File: config.mk
export PLATFORM = sky130hd
export DESIGN_NAME = cp0
export DESIGN_NICKNAME = d
export VERILOG_FILES = /design/src/rtl/cp0_pkg.sv /design/src/rtl/cp0.sv
export SDC_FILE = /design/constraint.sdc
export NUM_CORES = 1
export LEC_CHECK = 0
export CAP_MARGIN = 20
export CELL_PAD_IN_SITES_DETAIL_PLACEMENT = 0
export CELL_PAD_IN_SITES_GLOBAL_PLACEMENT = 1
export CORE_MARGIN = 2
export CORE_UTILIZATION = 29
export CTS_CLUSTER_DIAMETER = 30
export DETAILED_ROUTE_END_ITERATION = 6
export PLACE_DENSITY_LB_ADDON = 0.1
export SYNTH_ARGS = -nofsm -noshare
export SYNTH_HDL_FRONTEND = slang
export SYNTH_SLANG_ARGS = --single-unit
File: constraint.sdc
create_clock -name clk -period 2.95 [get_ports clk]
set_input_delay 0.7375 -clock clk [delete_from_list [all_inputs] [get_ports clk]]
set_output_delay 0.7375 -clock clk [all_outputs]
set_load 0.05 [all_outputs]
File: src/rtl/cp0_pkg.sv
// cp0_pkg: register numbers, field positions and exception codes for coprocessor 0.
package cp0_pkg;

    // CP0 register numbers
    localparam logic [4:0] REG_SR    = 5'd12;
    localparam logic [4:0] REG_CAUSE = 5'd13;
    localparam logic [4:0] REG_EPC   = 5'd14;
    localparam logic [4:0] REG_PRID  = 5'd15;

    // SR field positions
    localparam int SR_IM_HI = 15;
    localparam int SR_IM_LO = 10;
    localparam int SR_EXL   = 1;
    localparam int SR_IE    = 0;

    // Cause field positions
    localparam int CAUSE_BD    = 31;
    localparam int CAUSE_IP_HI = 15;
    localparam int CAUSE_IP_LO = 10;
    localparam int CAUSE_EC_HI = 6;
    localparam int CAUSE_EC_LO = 2;

    // Exception codes
    typedef enum logic [4:0] {
        EXC_INT  = 5'd0,
        EXC_ADEL = 5'd4,
        EXC_ADES = 5'd5,
        EXC_RI   = 5'd10,
        EXC_OV   = 5'd12
    } exc_code_e;

endpackage

File: src/rtl/cp0.sv
// cp0: MIPS32 coprocessor 0 holding SR, Cause, EPC and PRId; raises intreq
// for unmasked interrupts and pending exceptions and records exception entry.
module cp0
    import cp0_pkg::*;
#(
    parameter logic [31:0] PRID = 32'h0000_0000
) (
    input  logic        clk,
    input  logic        reset,
    input  logic [4:0]  A1,
    input  logic [4:0]  A2,
    input  logic [31:0] Din,
    input  logic [31:2] PC,
    input  logic [6:2]  ExcCode,
    input  logic [5:0]  HW,
    input  logic        we,
    input  logic        Exlset,
    input  logic        Exlclr,
    input  logic        BD,
    output logic        intreq,
    output logic [31:0] EPC_out,
    output logic [31:0] Dout
);

    // Architectural state; only the implemented fields are stored.
    logic [5:0]  r_im;
    logic        r_exl;
    logic        r_ie;
    logic        r_bd;
    logic [5:0]  r_ip;
    logic [4:0]  r_exccode;
    logic [31:2] r_epc;

    logic        w_int_pend;
    logic        w_exc_pend;
    logic [31:0] w_pc_byte;
    logic [31:0] w_epc_next;
    logic [31:0] w_sr;
    logic [31:0] w_cause;

    // Request evaluation is purely combinational so the pipeline sees it this cycle.
    assign w_int_pend = (|(HW & r_im)) & r_ie & ~r_exl;
    assign w_exc_pend = (ExcCode != 5'd0) & ~r_exl;
    assign intreq     = w_int_pend | w_exc_pend;

    // A delay-slot victim restarts at the branch, one word earlier.
    assign w_pc_byte  = {PC, 2'b00};
    assign w_epc_next = BD ? (w_pc_byte - 32'd4) : w_pc_byte;

    always_comb begin
        w_sr = 32'd0;
        w_sr[SR_IM_HI:SR_IM_LO] = r_im;
        w_sr[SR_EXL]            = r_exl;
        w_sr[SR_IE]             = r_ie;
    end

    always_comb begin
        w_cause = 32'd0;
        w_cause[CAUSE_BD]                = r_bd;
        w_cause[CAUSE_IP_HI:CAUSE_IP_LO] = r_ip;
        w_cause[CAUSE_EC_HI:CAUSE_EC_LO] = r_exccode;
    end

    assign EPC_out = {r_epc, 2'b00};

    // mfc0 read mux; unimplemented register numbers read as zero.
    always_comb begin
        Dout = 32'd0;
        case (A1)
            REG_SR:    Dout = w_sr;
            REG_CAUSE: Dout = w_cause;
            REG_EPC:   Dout = {r_epc, 2'b00};
            REG_PRID:  Dout = PRID;
            default:   Dout = 32'd0;
        endcase
    end

    // State update: reset > exception entry > eret > mtc0; eret after mtc0 so EXL ends at 0.
    always_ff @(posedge clk) begin
        if (reset) begin
            r_im      <= 6'd0;
            r_exl     <= 1'b0;
            r_ie      <= 1'b0;
            r_bd      <= 1'b0;
            r_ip      <= 6'd0;
            r_exccode <= 5'd0;
            r_epc     <= 30'd0;
        end else begin
            r_ip <= HW;
            if (Exlset) begin
                r_exl     <= 1'b1;
                r_bd      <= BD;
                r_exccode <= w_int_pend ? EXC_INT : ExcCode;
                r_epc     <= w_epc_next[31:2];
            end else begin
                if (we && (A2 == REG_SR)) begin
                    r_im  <= Din[SR_IM_HI:SR_IM_LO];
                    r_exl <= Din[SR_EXL];
                    r_ie  <= Din[SR_IE];
                end
                if (we && (A2 == REG_EPC)) begin
                    r_epc <= Din[31:2];
                end
                if (Exlclr) begin
                    r_exl <= 1'b0;
                end
            end
        end
    end

endmodule

==> results of run 1 <==
## per-stage QoR
stage	utilization	power, mW	cell area [um^2]	hold slack (ns)
finish	0.522	1.78	5690	0.469
global route	0.522	1.87	5690	0.486
CTS	0.522	1.80	5680	0.469
detailed placement	0.499	1.29	5430	0.455
global placement	0.499	1.28	5430	0.443
floorplan	-	1.01	3260	0.432
## routing by layer
metal	vias to the layer above	share of wire	global-route usage	routed length [um]
li1	1809	-	-	-
met1	1691	0.44	0.251	5270
met2	96	0.49	0.347	5830
met3	8	0.053	0.0344	628
met4	0	0.011	0.0443	127
met5	-	0	0	0
## layout make-up
class                   count  area, um^2
clock inverters             3        45.0
repair buffers            194        2250
well taps                 140         175
fillers                  1059        5200
clock buffers               5        68.8
diodes                      1        2.50
multi-input cells         297        2120
flip-flops and latches     50        1000
inverters                   6        22.5
## cell usage after synthesis (all sizes together), types with 7 or more instances
library cell,count
and2,18
and3,22
a31oi,7
nor3,8
o21ai,22
nor2b,9
or4,12
nor2,18
clkbuf,22
nand2,19
a31o,7
mux2i,15
o31ai,14
or3,9
a211oi,33
buf,11
nand3,11
a311oi,12
dfxtp,50
## registers in the layout, summed over array words and instances, names as in the netlist
signal,flops
r_bd,1
r_epc,30
r_exccode,5
r_exl,1
r_ie,1
r_im,6
r_ip,6
## how the worst max path moves through the flow
| stage | to | cells past startpoint |
|---|---|---|
| 6_report | Dout[8] | 7 |
| 5_1_grt | Dout[13] | 10 |
| 4_1_cts | Dout[2] | 8 |
| 3_5_place_dp | Dout[29] | 7 |
| 3_3_place_gp | Dout[3] | 7 |
| 2_1_floorplan | Dout[10] | 3 |
## worst max-delay path, cell delays in order
cell	delay [ns]
dlygate4sd2_1	0.24
or3_4	0.40
nor2_4	0.14
buf_6	0.15
buf_12	0.13
and2_1	0.18
buf_12	0.15
## cells by family after synthesis
| kind of cell | synth area share |
|---|---|
| compound gates | 0.249 |
| xor+xnor | 0.0270 |
| fa+ha+maj | 0.00386 |
| buf+inv | 0.0587 |
| flops | 0.309 |
| mux | 0.0463 |
| other cells | 0.00116 |
| simple gates | 0.306 |
## power by group through the flow
stage | clock network (mW) | registers [mW] | logic, mW
3_5_place_dp | 0 | 0.759 | 0.526
4_1_cts | 0.522 | 0.745 | 0.536
6_report | 0.506 | 0.745 | 0.534
2_1_floorplan | 0 | 0.853 | 0.160
3_3_place_gp | 0 | 0.759 | 0.523
5_1_grt | 0.548 | 0.750 | 0.567
## what timing repair did
item,in CTS,in global routing
gates resized for setup,25,1
gates cloned,2,0
endpoints found under the setup margin,31,15
endpoints found under the hold margin,0,0
pin swaps,4,4
buffers inserted,4,0
==> flow_metrics.py, run 1 <==
metrics = {
    "clocking": {
        "clock_sinks": 50,
        "tritoncts": "built",
        "clock_latency_ns": 0.31,
        "hold_buffers": 0,
        "cts-buffers-inserted": 5,
        "clk_pin_slew_worst_paths_ns": 0.09,
        "ctsLongestPathBuffers": 2,
        "htreeDepth": 2,
        "cts_root_buf": "clkbuf_8",
    },
    "drt": {
        "drt.antenna.violating_nets": 0,
        "routed_wl_mm": 11.9,
        "via_per_inst": 5.18,
        "drc": 0,
        "wl_per_cell_um": 17.0,
        "drtIter0Drc": 91,
        "drt-pass1-iter-count": 5,
        "vias": 3604,
    },
    "logic_synthesis": {
        "synth_area_mm2": 0.00324,
        "synthFlopType": "dfxtp_1",
        "synth_edf_count": 0,
        "synthCells": 386,
        "synth_area_leaders": "dfxtp_1 (31%), a211oi_1 (7.6%), mux2i_1 (4.6%)",
        "ys_seq_area_frac": 0.309,
        "yosysTopAreaCell": "dfxtp_1",
        "synth_area_per_cell_um2": 8.40,
        "synth_seq_cells": 50,
        "synth_warnings": 0,
        "netlist.area_leader.share": 0.309,
        "async_reset_ff_frac": 0,
        "yosysUniqueCellTypes": 52,
    },
    "die": {
        "initial_utilization": 0.298,
        "fp.dieW_um": 110,
        "rows": 38,
        "dieArea_mm2": 0.0120,
        "core_mm2": 0.0109,
        "ios": 154,
        "die_height_um": 110,
    },
    "sta": {
        "setup_tns_ns": 0,
        "post-route-period-util": 0.972,
        "max_freq_ghz": 0.349,
        "final_max_slew_viol_count": 0,
        "hold_viol": 0,
        "setup-violations-final": 0,
        "worst_slack_ns": 0.0840,
        "worstMarginPinSlew_ns": 0.646,
        "rsz0062_at_grt": "false",
        "clock_skew_ns": 0.0109,
        "period_needed_ns": 2.87,
        "max_slew_margin": 0.566,
    },
    "status": {
        "status": "completed",
    },
    "setup_path": {
        "r2r_slack_ns": 1.46,
        "worst-path-max-fanout": 6,
        "cp-end-kind": "primary output",
        "startpoint": "A1[0]",
        "cp.required_ns": 2.21,
        "cp-start-kind": "input pin",
        "path_class": "in2out",
        "cp.arrival_ns": 2.13,
        "timing.rr.start": "r_im[0]",
        "reg2reg_depth": 4,
        "reg2reg_to": "r_exccode[4]",
    },
    "pwr": {
        "pwr-share-comb": 0.299,
        "power_frac_clock": 0.284,
        "p_sw_frac": 0.317,
        "powerDensity_mw_per_mm2": 314,
        "vdd_ir_drop_max_mv": 0.184,
        "power.switching_mw": 0.566,
        "seqPwrFrac": 0.417,
        "power_leakage_nw": 2.13,
        "internal_power_mw": 1.22,
    },
    "grt": {
        "grt_pass1_vias": 3428,
        "track_usage": 0.197,
        "grt_pass1_wl_mm": 18.2,
        "grt.overflow.total": 0,
        "antenna_found_initial": 1,
        "grt_max_degree": 33,
    },
    "run": {
        "drv_cap": 0,
    },
    "placed_design": {
        "hpwlAfterDp_mm": 8.97,
        "place_congestion": 0.835,
        "dp_cells": 681,
        "numPortBuffers": 151,
        "pre_cts_ws_ns": -0.160,
    },
    "layout": {
        "finalNonFillerCells": 696,
        "final_common_cell": "clkdlybuf4s50_1",
        "final_nets": 644,
        "syn_to_final_growth_pct": 75.5,
        "layout_common_cells": "clkdlybuf4s50_1 (111), dfxtp_1 (50), buf_12 (37)",
        "layout-drive-gt1-share": 0.231,
    },
    "min_path": {
        "min_to": "r_exccode[4]",
        "min_path_type": "reg2reg",
        "hold_depth": 2,
        "min_from": "r_exccode[4]",
    },
}
(Power assumes the default switching activity.)
==> run 2, diff against run 1 <==
Settings changed: CELL_PAD_IN_SITES_DETAIL_PLACEMENT 0 to unset, CELL_PAD_IN_SITES_GLOBAL_PLACEMENT 1 to unset, CORE_UTILIZATION 29 to 37, PLACE_DENSITY set to 0.74, PLACE_DENSITY_LB_ADDON 0.1 to unset.
==> run 2 against run 1 <==
  * Die area is 21% lower
  * Clock power decreased by 2%
  * Worst setup slack worse by 0.042 ns
  * Non-clock buffer count decreased by 5
  * Count of clock-buffer cells in the layout unchanged
  * Sequential power about the same
  * Fmax is 1.4% lower
  * Sequential share of layout area barely moved
  * Combinational power barely moved
  * Wire length up 0.60%
  * Largest cell class unchanged
  * Cell area decreased by 0.24%
==> flow_metrics.py, run 2 (synthesized netlist as in run 1, its figures left out) <==
metrics = {
    "status": {
        "status": "completed",
    },
    "clocking": {
        "ctsLongestPathBuffers": 2,
        "cts-buffers-inserted": 5,
        "clock_sinks": 50,
        "cts_root_buf": "clkbuf_8",
        "htreeDepth": 2,
        "clock_latency_ns": 0.30,
        "clk_pin_slew_worst_paths_ns": 0.09,
        "tritoncts": "built",
    },
    "min_path": {
        "hold_depth": 2,
        "min_path_type": "reg2reg",
    },
    "pwr": {
        "vdd_ir_drop_max_mv": 0.198,
        "fin_total_pwr_mw": 1.78,
        "power_leakage_nw": 2.15,
        "powerDensity_mw_per_mm2": 314,
    },
    "sta": {
        "worstMarginPinSlew_ns": 0.631,
        "hold_viol": 0,
        "post-route-period-util": 0.986,
        "holdWs_ns": 0.472,
        "setup-violations-final": 0,
        "max_freq_ghz": 0.344,
        "final_max_slew_viol_count": 0,
        "max_slew_margin": 0.576,
        "clock_skew_ns": 0.00215,
        "rsz0062_at_grt": "false",
        "period_needed_ns": 2.91,
    },
    "layout": {
        "layout_common_cells": "clkdlybuf4s50_1 (111), dfxtp_1 (50), buf_12 (38)",
        "final_nets": 639,
        "antenna_cells": 0,
        "fin_util": 0.660,
        "largest_register": "r_epc",
        "final_common_cell": "clkdlybuf4s50_1",
        "design_area_mm2": 0.00567,
        "largest_reg_flops": 30,
        "finalNonFillerCells": 658,
        "multi_input_area_mm2": 0.00216,
        "fillerInstances": 713,
        "layout-drive-gt1-share": 0.224,
        "syn_to_final_growth_pct": 75.0,
        "reg_top3": "r_epc (30), r_im (6), r_ip (6)",
        "regArea_mm2": 0.00100,
    },
    "grt": {
        "grt.overflow.total": 0,
        "grt_pass1_vias": 3656,
        "grt_max_degree": 36,
        "track_usage": 0.245,
        "grt_pass1_wl_mm": 19.0,
        "antenna_found_initial": 0,
    },
    "setup_path": {
        "r2r_slack_ns": 1.50,
        "cp.required_ns": 2.21,
        "reg2reg_depth": 4,
        "path_class": "in2out",
        "cp.arrival_ns": 2.17,
        "cp-end-kind": "primary output",
        "cp-start-kind": "input pin",
        "worst-path-max-fanout": 6,
    },
    "placed_design": {
        "hpwlAfterDp_mm": 8.65,
        "dpl_cell_area_mm2": 0.00531,
        "dp_cells": 642,
        "place_congestion": 0.837,
        "numPortBuffers": 151,
    },
    "drt": {
        "drtIter0Drc": 142,
        "vias": 3758,
        "via_per_inst": 5.71,
        "drt-pass1-iter-count": 5,
        "drc": 0,
        "drt.antenna.violating_nets": 0,
        "routed_wl_mm": 11.9,
        "wl_per_cell_um": 18.1,
    },
    "die": {
        "initial_utilization": 0.377,
        "rows": 34,
        "ios": 154,
        "die_height_um": 97.6,
        "fp.dieW_um": 97.6,
        "dieArea_mm2": 0.00953,
        "core_mm2": 0.00859,
    },
    "run": {
        "drv_cap": 0,
    },
}
-- run 2: changes by cell type in the layout (fill, tap and decap cells not counted), sizes merged --
cell and delta:
inv +1, buf -5, clkdlybuf4s15 +2, dlygate4sd2 -2, clkinvlp -2, clkinv +1, diode -1
-- run 2: layout make-up --
cell class,count,area share
repair buffers,189,0.395
multi-input cells,297,0.381
flip-flops and latches,50,0.176
well taps,108,0.0238
clock buffers,5,0.0121
clock inverters,3,0.00772
inverters,6,0.00397
-- run 2: critical path, cell delays in order --
cell	delay (ns)
dlygate4sd2_1	0.24
or3_4	0.38
nor2_4	0.14
buf_6	0.12
buf_12	0.10
buf_16	0.12
a22o_1	0.18
buf_12	0.14
-- run 2: worst paths after layout --
kind	endpoint	start
hold reg to reg	r_exccode[4]	r_exccode[4]
setup reg to reg	r_exccode[0]	r_im[3]
setup / recovery	Dout[3]	A1[4]
hold / removal	r_exccode[4]	r_exccode[4]
-- run 2: power breakdown --
| part | internal, mW | total, mW | switching (mW) | leakage (nW) |
|---|---|---|---|---|
| logic | 0.249 | 0.534 | 0.284 | 1.68 |
| registers | 0.715 | 0.748 | 0.0329 | 0.414 |
| clock network | 0.255 | 0.498 | 0.243 | 0.0585 |
-- run 2: what timing repair did --
action	4_1_cts	5_1_grt
setup endpoints to repair	30	12
buffers inserted	4	1
cloned	3	0
pin swaps	5	3
hold buffers	0	0
gates resized for setup	30	3
-- run 2: metal layers --
layer | GRT usage | up-vias | wire length (um)
met2 | 0.443 | 134 | 6110
met3 | 0.0345 | 12 | 629
met1 | 0.302 | 1819 | 5000
met4 | 0.0684 | 0 | 195
li1 | - | 1793 | -
met5 | 0 | - | 0
-- run 2: stage by stage --
step / TNS, ns / setup slack (ns)
2_1_floorplan: -1.16 / -0.175
3_3_place_gp: -2.35 / -0.109
3_5_place_dp: -3.02 / -0.144
4_1_cts: 0 / 0.000262
5_1_grt: 0 / 0.00968
6_report: 0 / 0.0419
==> run 3, diff against run 2 <==
Settings changed: GPL_TIMING_DRIVEN set to 1.
==> results of run 3 <==
No change in the layout: final DEF, timing and power equal those of run 2.
